==> src/rtl/psychic5_romreq_pkg.sv <==
// psychic5_romreq_pkg: shared FSM states and grant helpers for the ROM request arbiter.
package psychic5_romreq_pkg;

    typedef enum logic [1:0] {IDLE, ISSUE, WAIT} state_t;

    function automatic int chw(input int n);
        return n > 1 ? $clog2(n) : 1;
    endfunction

    // First requesting index at or after start, wrapping modulo n (n <= 8).
    function automatic logic [2:0] rr_pick(input logic [7:0] req, input logic [2:0] start, input int n);
        logic [2:0] idx;
        logic found;
        rr_pick = start;
        found = 1'b0;
        for (int k = 0; k < 8; k++) begin
            idx = 3'((int'(start) + k) % n);
            if (k < n && !found && req[idx]) begin
                rr_pick = idx;
                found = 1'b1;
            end
        end
    endfunction

endpackage

==> src/rtl/psychic5_romreq_latch.sv <==
// psychic5_romreq_latch: one-entry tagged data latch with hit compare for a single channel.
module psychic5_romreq_latch #(
    parameter int AW = 17,
    parameter int DW = 8
) (
    input  logic          clk,
    input  logic          rst_n,
    input  logic          flush,
    input  logic          wr,
    input  logic [AW-1:0] wr_tag,
    input  logic [DW-1:0] wr_data,
    input  logic [AW-1:0] addr,
    output logic          hit,
    output logic [DW-1:0] data
);
    logic          valid_q, valid_d;
    logic [AW-1:0] tag_q, tag_d;
    logic [DW-1:0] data_q, data_d;

    // A completing write beats a coincident flush.
    always_comb begin
        valid_d = wr ? 1'b1 : flush ? 1'b0 : valid_q;
        tag_d   = wr ? wr_tag : tag_q;
        data_d  = wr ? wr_data : data_q;
    end

    always_ff @(posedge clk or negedge rst_n) begin
        if (!rst_n) begin
            valid_q <= 1'b0;
            tag_q   <= '0;
            data_q  <= '0;
        end else begin
            valid_q <= valid_d;
            tag_q   <= tag_d;
            data_q  <= data_d;
        end
    end

    assign hit  = valid_q && tag_q == addr;
    assign data = data_q;
endmodule

==> src/rtl/psychic5_romreq_arbiter.sv <==
// psychic5_romreq_arbiter: shares one SDRAM read port among CH channels, each with a tagged data latch.
module psychic5_romreq_arbiter
    import psychic5_romreq_pkg::*;
#(
    parameter int                 CH      = 2,
    parameter int                 AW      = 17,
    parameter int                 DW      = 8,
    parameter int                 SAW     = 22,
    parameter logic [CH*SAW-1:0]  CH_BASE = '0,
    parameter bit                 RR_MODE = 1'b1
) (
    input  logic             i_EMU_MCLK,
    input  logic             i_EMU_INITRST_n,
    input  logic             i_FLUSH,
    input  logic [CH-1:0]    i_CH_RQ_n,
    input  logic [CH*AW-1:0] i_CH_ADDR,
    output logic [CH*DW-1:0] o_CH_DATA,
    output logic [CH-1:0]    o_CH_RDY,
    output logic             o_SDRAM_RQ,
    output logic [SAW-1:0]   o_SDRAM_ADDR,
    input  logic             i_SDRAM_ACK,
    input  logic             i_SDRAM_DVALID,
    input  logic [DW-1:0]    i_SDRAM_DATA,
    output logic             o_BUSY
);
    localparam int CW = chw(CH);

    state_t         state_q, state_d;
    logic [CW-1:0]  gch_q, gch_d, last_q, last_d, pick_c;
    logic [AW-1:0]  gaddr_q, gaddr_d;
    logic           rq_q, rq_d;
    logic [SAW-1:0] saddr_q, saddr_d;
    logic [CH-1:0]  hit, pend, wr;
    logic [AW-1:0]  addr_a [CH];
    logic [2:0]     start, pick;
    logic           done;

    assign done = (state_q == ISSUE && i_SDRAM_ACK && i_SDRAM_DVALID) || (state_q == WAIT && i_SDRAM_DVALID);

    for (genvar i = 0; i < CH; i++) begin : g_ch
        assign addr_a[i]   = i_CH_ADDR[i*AW +: AW];
        assign wr[i]       = done && gch_q == CW'(i);
        assign o_CH_RDY[i] = ~i_CH_RQ_n[i] && hit[i];
        assign pend[i]     = ~i_CH_RQ_n[i] && ~hit[i] && ~(state_q != IDLE && gch_q == CW'(i) && gaddr_q == addr_a[i]);
        psychic5_romreq_latch #(.AW(AW), .DW(DW)) u_latch (
            .clk     (i_EMU_MCLK),
            .rst_n   (i_EMU_INITRST_n),
            .flush   (i_FLUSH),
            .wr      (wr[i]),
            .wr_tag  (gaddr_q),
            .wr_data (i_SDRAM_DATA),
            .addr    (addr_a[i]),
            .hit     (hit[i]),
            .data    (o_CH_DATA[i*DW +: DW])
        );
    end

    assign start  = RR_MODE ? 3'((int'(last_q) + 1) % CH) : 3'd0;
    assign pick   = rr_pick(8'(pend), start, CH);
    assign pick_c = CW'(pick);

    always_comb begin
        state_d = state_q;
        gch_d   = gch_q;
        last_d  = last_q;
        gaddr_d = gaddr_q;
        rq_d    = rq_q;
        saddr_d = saddr_q;
        if (state_q == IDLE && |pend) begin
            gch_d   = pick_c;
            last_d  = pick_c;
            gaddr_d = addr_a[pick_c];
            saddr_d = CH_BASE[pick_c*SAW +: SAW] + SAW'(addr_a[pick_c]);
            rq_d    = 1'b1;
            state_d = ISSUE;
        end else if (state_q == ISSUE && i_SDRAM_ACK) begin
            rq_d    = 1'b0;
            state_d = i_SDRAM_DVALID ? IDLE : WAIT;
        end else if (state_q == WAIT && i_SDRAM_DVALID) begin
            state_d = IDLE;
        end
    end

    always_ff @(posedge i_EMU_MCLK or negedge i_EMU_INITRST_n) begin
        if (!i_EMU_INITRST_n) begin
            state_q <= IDLE;
            gch_q   <= '0;
            last_q  <= '0;
            gaddr_q <= '0;
            rq_q    <= 1'b0;
            saddr_q <= '0;
        end else begin
            state_q <= state_d;
            gch_q   <= gch_d;
            last_q  <= last_d;
            gaddr_q <= gaddr_d;
            rq_q    <= rq_d;
            saddr_q <= saddr_d;
        end
    end

    assign o_SDRAM_RQ   = rq_q;
    assign o_SDRAM_ADDR = saddr_q;
    assign o_BUSY       = state_q != IDLE;
endmodule

==> config.mk <==
export PLATFORM = sky130hd
export DESIGN_NAME = psychic5_romreq_arbiter
export DESIGN_NICKNAME = d
export VERILOG_FILES = /design/src/rtl/psychic5_romreq_pkg.sv /design/src/rtl/psychic5_romreq_latch.sv /design/src/rtl/psychic5_romreq_arbiter.sv
export SDC_FILE = /design/constraint.sdc
export NUM_CORES = 1
export LEC_CHECK = 0
export BUFFER_PORTS_ARGS = -buffer_cell sky130_fd_sc_hd__buf_4
export CAP_MARGIN = 20
export CORE_ASPECT_RATIO = 0.6
export CORE_MARGIN = 2
export CORE_UTILIZATION = 49
export DETAILED_ROUTE_END_ITERATION = 8
export PLACE_DENSITY_LB_ADDON = 0.2
export SYNTH_ARGS = -nofsm -noshare
export SYNTH_HDL_FRONTEND = slang
export SYNTH_SLANG_ARGS = --single-unit
==> constraint.sdc <==
create_clock -name i_EMU_MCLK -period 2.35 [get_ports i_EMU_MCLK]
set_input_delay 0.47 -clock i_EMU_MCLK [delete_from_list [all_inputs] [get_ports i_EMU_MCLK]]
set_output_delay 0.47 -clock i_EMU_MCLK [all_outputs]
set_load 0.01 [all_outputs]
**Word-level counts from Yosys, hierarchy flattened**

Cells that the tools add are included.

- Output and inout bits: 42
- Bits in registers: 95
- Input bits: 49

- Multipliers: 1
- Bitwise gates (word level): 9
- Shifts and indexed selects: 1
- Reductions and logical operators: 28
- Order comparisons: 3
- Muxes and demuxes: 18
- $add $sub $neg: 3
- Eq/ne operators: 6

Operator list:

| kind | count |
|---|---|
| 17-bit equality test | 4 |
| 17-bit 2-to-1 mux | 3 |
| 44-bit by 7-bit variable part select with 22-bit output (first input constant) | 1 |
| 22-bit by 17-bit adder with 22-bit output | 1 |
| 1-bit logical AND | 19 |
| 1-bit 2-to-1 mux | 10 |
| 2-bit 2-to-1 mux | 4 |
| 2-bit nonzero test | 4 |
| 1-bit NOT | 7 |
| 1-bit by 4-bit multiplier with 5-bit output (second input constant) | 1 |
| 1-bit by 4-bit < comparator with 1-bit output (second input constant) | 1 |
| 3-bit by 4-bit < comparator with 1-bit output (second input constant) | 1 |
| 3-bit nonzero test | 1 |
| 1-bit adder (second input constant) | 2 |
| 1-bit binary-select mux with 2-bit select | 1 |
| 2-bit by 1-bit equality test with 1-bit output (second input constant) | 1 |
| 2-bit equality test (second input constant) | 1 |
| 2-bit greater-or-equal comparator (second input constant) | 1 |
| 2-bit logical NOT | 1 |
| 1-bit NOT with 2-bit output | 1 |
| 2-bit OR reduction | 1 |
| 1-bit bitwise AND (first input constant) | 1 |
| 1-bit logical NOT | 1 |
| 1-bit logical OR | 1 |

**Longest topological paths before layout**

- Word-level depth: 16
- Gate-level depth with buffers: 10

**Hierarchy**

From an unflattened synthesis, not the netlist that was laid out.

- Cells, all modules: 343
- Area, all modules: 3,966.3 sq um

Modules (own cells, without submodules):

| module | cells an instance | times used | area each (sq um) |
|---|---|---|---|
| psychic5_romreq_latch | 79 | 2 | 1,154.9 |
| psychic5_romreq_arbiter | 185 | 1 | 1,656.6 |

**Worst setup path before layout**

Ideal clock, no wire load.

- Path type: in2reg
- From: input i_CH_ADDR[23]
- To: register saddr_q[10] (netlist: o_SDRAM_ADDR[10])
- Path slack: 0.032 ns
- Stages on the path: 9
- Path buffers: 2
- Library setup time: 0.086 ns
- Data arrival time: 2.233 ns
- Path through: xor2_1 or4_1 nor3_2 a22o_2 a211o_2 or3b_1 buf_6 buf_12 o221ai_2

- Cells in the longest elaborated chain, start to end: 16
- Elaborated cells between the ends (all ways): 25
- Those cells by class: add/sub: 1; mul: 1; eq/ne: 2; shift: 1; mux: 9; bitwise: 3; reduce/logical: 8

Ends and longest elaborated chain:

| item | line | text |
|---|---|---|
| start, declared | psychic5_romreq_arbiter.sv:16 | `input logic [CH*AW-1:0] i_CH_ADDR,` |
| parallel branches: the longest is 16 deep, another holds 1-bit by 4-bit multiplier with 5-bit output | -- |  |
| end signal, assigned | psychic5_romreq_arbiter.sv:98 | `saddr_q <= saddr_d;` |
| end, declared | psychic5_romreq_arbiter.sv:32 | `logic [SAW-1:0] saddr_q, saddr_d;` |

Several ways; the timed one is not identified. The select of a mux whose other input is x is not followed.
A chain may end at the register's enable or synchronous reset.

**Worst setup path after layout**

- From: register g_ch[1].u_latch.tag_q[6]
- To: register saddr_q[6] (netlist: o_SDRAM_ADDR[6])

- Cells in the longest elaborated chain, start to end: 16
- Elaborated cells between the ends (all ways): 22
- Those cells by class: add/sub: 1; mul: 1; eq/ne: 1; shift: 1; mux: 9; bitwise: 2; reduce/logical: 7

Ends and longest elaborated chain:

| item | line | text |
|---|---|---|
| start, declared | psychic5_romreq_latch.sv:17 | `logic [AW-1:0] tag_q, tag_d;` |
| start signal, assigned | psychic5_romreq_latch.sv:34 | `tag_q <= tag_d;` |
| 17-bit equality test (*) | psychic5_romreq_latch.sv:39 | `assign hit = valid_q && tag_q == addr;` |
| 1-bit logical AND (*) | psychic5_romreq_latch.sv:39 |  |
| 1-bit NOT (*) | psychic5_romreq_arbiter.sv:44 | `assign pend[i] = ~i_CH_RQ_n[i] && ~hit[i] && ~(state_q != IDLE && gch_q == CW'(i) && gaddr_q == addr_a[i]);` |
| 1-bit logical AND (*) (2 in series) | psychic5_romreq_arbiter.sv:44 |  |
| parallel branches: the longest is 11 deep, another holds 22-bit by 17-bit adder with 22-bit output | -- |  |

Every way passes the cells marked *. The select of a mux whose other input is x is not followed.

==> flow_metrics.py <==
metrics = {
    "floorplanning": {
        "core_area_um2": 7760,
        "io_pins": 91,
        "core.rowCount": 25,
        "die_x_um": 119,
        "die_y_um": 72.7,
        "start_util_pct": 49.7,
        "die-area_um2": 8620,
    },
    "placement": {
        "port_buffers": 85,
        "hpwl_mm": 7.47,
        "place.gp.congestion": 0.928,
        "place_inst": 565,
    },
    "sta": {
        "timing.final.ws_setup_ns": -0.00441,
        "relSlewSlack_pct": 61.7,
        "setup_viol": 1,
        "worst_slew_pin_slew_ns": 0.569,
        "hold_viol": 0,
        "hold_slack_ns": 0.139,
        "drv_slew": 0,
        "period_share_pct": 100,
        "fmax_ghz": 0.425,
        "finalCriticalPeriod_ns": 2.35,
        "clock-skew-final_ns": 0.00730,
        "rsz0062_at_grt": "true",
    },
    "synthesis": {
        "synth-warning-count": 0,
        "synth_fa_ha_area_share_pct": 0,
        "yosys.area.top_type": "dfrtp_1",
        "ys_types": 33,
        "avgSynthCellArea_um2": 11.4,
        "synthXorXnorAreaFrac_pct": 15.4,
        "syn_inst": 338,
        "synth_edf_count": 0,
        "synth_top_family_by_area": "XOR/XNOR gates",
        "synth_simple_gate_area_share_pct": 8.30,
        "yosys-top-cells-area": "dfrtp_1 47%, mux2_2 15%, xnor2_1 10%",
        "ys_seq_elements": 73,
        "synthArstFlopShare_pct": 100,
        "yosysMostFrequentCell": "dfrtp_1",
        "yosys.area.top_type_share_pct": 47.3,
        "ys_seq_area_share_pct": 47.3,
        "yosys-top-cells-count": "73 x dfrtp_1, 50 x mux2_2, 46 x xnor2_1",
        "muxShareOfSynthArea_pct": 14.9,
        "syn_area_um2": 3860,
        "synth-compound-area-share_pct": 7.43,
        "synth_ff_type": "dfrtp_1",
    },
    "cells_and_area": {
        "fin_cells": 581,
        "fill_cells": 589,
        "n_antenna_cell": 0,
        "nets": 518,
        "area_growth_pct": 37.9,
        "drive_gt1_share_pct": 48.2,
    },
    "grt": {
        "met2_usage_pct": 36.0,
        "antenna_found_initial": 0,
        "grt_max_degree": 44,
        "grt_pass1_vias": 2936,
        "gr-usage-all-layers_pct": 24.7,
        "grtUsageMet1_pct": 34.6,
        "grt_pass1_wl_mm": 15.8,
        "grt_most_used_layer": "met2",
        "use_met3_pct": 8.13,
        "overflow": 0,
    },
    "route": {
        "vias_per_cell": 5.26,
        "drt_iter0_markers": 234,
        "post_drt_wl_per_cell_um": 17.6,
        "postRouteWirelength_mm": 10.3,
        "dr.pass1.iters": 4,
        "ant_nets": 0,
        "vias": 3056,
        "drc": 0,
    },
    "clock_tree": {
        "clk_latency_ns": 0.33,
        "clkSlewWorstSetupHoldPaths_ns": 0.05,
        "cts_tree": "built",
        "htreeDepth": 3,
        "clockBufferDepth": 2,
        "cts_buffers": 9,
        "postCtsHoldBufs": 0,
        "clkSinkCount": 73,
        "clock-root-buffer": "clkbuf_16",
    },
    "power": {
        "total_power_mw": 6.56,
        "switching_power_mw": 2.34,
        "ir_worst_vdd_uv": 767,
        "pwr_density_cell_nw_per_um2": 1230,
        "intPower_mw": 4.22,
        "leakage_nw": 2.51,
        "combPwrFrac_pct": 45.7,
        "seq_power_share_pct": 35.9,
        "p_clk_share_pct": 18.4,
        "switching_share_pct": 35.7,
    },
    "status": {
        "status": "complete, but fails checks",
        "violations": "setup timing",
    },
    "critical_path": {
        "critPathLaunchType": "register",
        "crit_fanout": 11,
        "crit_type": "reg2reg",
        "required_ns": 2.59,
        "cp-end-kind": "register",
        "arrival_ns": 2.60,
    },
    "hold_path": {
        "min_path_type": "in2async",
    },
    "job": {
        "maxCapViolCount": 0,
    },
}
[cell usage in the layout (no fill, tap or decap), types with 5 or more instances in the layout]
| cell | Yosys | final |
|---|---|---|
| mux2_2 | 50 | 50 |
| buf_4 | 5 | 129 |
| nand4_1 | 16 | 16 |
| o221ai_2 | 10 | 17 |
| o21ai_0 | 5 | 5 |
| clkbuf_1 | 6 | 5 |
| xor2_1 | 22 | 19 |
| dfrtp_1 | 73 | 73 |
| clkbuf_16 | 0 | 9 |
| nor4_1 | 6 | 5 |
| nand2_1 | 23 | 23 |
| conb_1 | 1 | 5 |
| xnor2_2 | 0 | 6 |
| inv_1 | 39 | 39 |
| xnor2_1 | 46 | 40 |
[power groups by stage]
stage | clock network (mW) | logic (mW) | registers, mW
6_report | 1.21 | 3.00 | 2.35
5_1_grt | 1.28 | 3.23 | 2.43
4_1_cts | 1.24 | 2.88 | 2.34
3_5_place_dp | 0 | 2.84 | 2.34
3_3_place_gp | 0 | 2.77 | 2.30
2_1_floorplan | 0 | 1.51 | 2.41
[state kept, by name, summed over array words and instances, names as in the netlist]
name / count
gch_q: 1
state_q: 2
o_SDRAM_RQ: 1
g_ch.u_latch.tag_q: 34
g_ch.u_latch.valid_q: 2
g_ch.u_latch.data: 16
o_SDRAM_ADDR: 17
[cell families (layout without fill, tap and decap cells)]
kind of cell,after synthesis,count (layout)
flops,73,73
simple gates,62,62
xor+xnor,68,68
buf+inv,55,186
other cells,1,5
compound gates,28,28
mux,51,51
[stage by stage]
step | cell area [um2] | utilization (%) | TNS [ns] | setup WS [ns]
after floorplan | 3870 | - | 0 | 0.0319
after global placement | 4900 | 63.2 | -3.58 | -0.222
after detailed placement | 4900 | 63.2 | -3.75 | -0.245
after CTS | 5190 | 66.9 | -0.0222 | -0.0117
after global routing | 5320 | 68.6 | -0.995 | -0.0808
final | 5320 | 68.6 | -0.00441 | -0.00441
[path summary, 6_finish.rpt]
path | from | cells past startpoint | endpoint | slack [ns]
min | i_EMU_INITRST_n | 1 | g_ch[0].u_latch.tag_q[1]$_DFFE_PN0P_ | 0.14
min in group i_EMU_MCLK | i_FLUSH | 2 | g_ch[0].u_latch.valid_q$_DFFE_PN0P_ | 0.35
max in group asynchronous | i_EMU_INITRST_n | 2 | g_ch[0].u_latch.tag_q[16]$_DFFE_PN0P_ | 1.61
max reg2reg | g_ch[1].u_latch.tag_q[6]$_DFFE_PN0P_ | 8 | o_SDRAM_ADDR[6]$_DFFE_PN0P_ | -0.004
min reg2reg | g_ch[1].u_latch.data[0]$_DFFE_PN0P_ | 1 | g_ch[1].u_latch.data[0]$_DFFE_PN0P_ | 0.51
max | g_ch[1].u_latch.tag_q[6]$_DFFE_PN0P_ | 8 | o_SDRAM_ADDR[6]$_DFFE_PN0P_ | -0.004
[layer usage]
metal / share of wire (%) / vias to the layer above / routed length [um]
met5: 0 / - / 0
met4: 0.94 / 0 / 96
met3: 7.9 / 8 / 812
met2: 46 / 114 / 4680
met1: 46 / 1520 / 4670
li1: - / 1414 / -
[critical path, cell delays in order, from the launching register on]
cell	delay, ns
dfrtp_1	0.41
xor2_2	0.18
or4_1	0.54
nor3_2	0.12
a22o_2	0.17
a211o_2	0.10
or3b_4	0.40
buf_12	0.17
o221ai_2	0.17
[layout make-up]
cell class	count	area, um2	area share [%]
timing repair buffer	132	1020	19.2
tap	108	135	2.54
sequential	73	1830	34.3
multi-input combinational	214	1940	36.4
clock buffer	15	258	4.84
inverter	39	146	2.75
[what timing repair did]
item / in CTS / in global routing
hold endpoints to repair: 0 / 0
setup buffers: 0 / 1
resized for setup: 5 / 21
pin swaps: 0 / 6
setup endpoints to repair: 12 / 21
(Power assumes the default switching activity.)
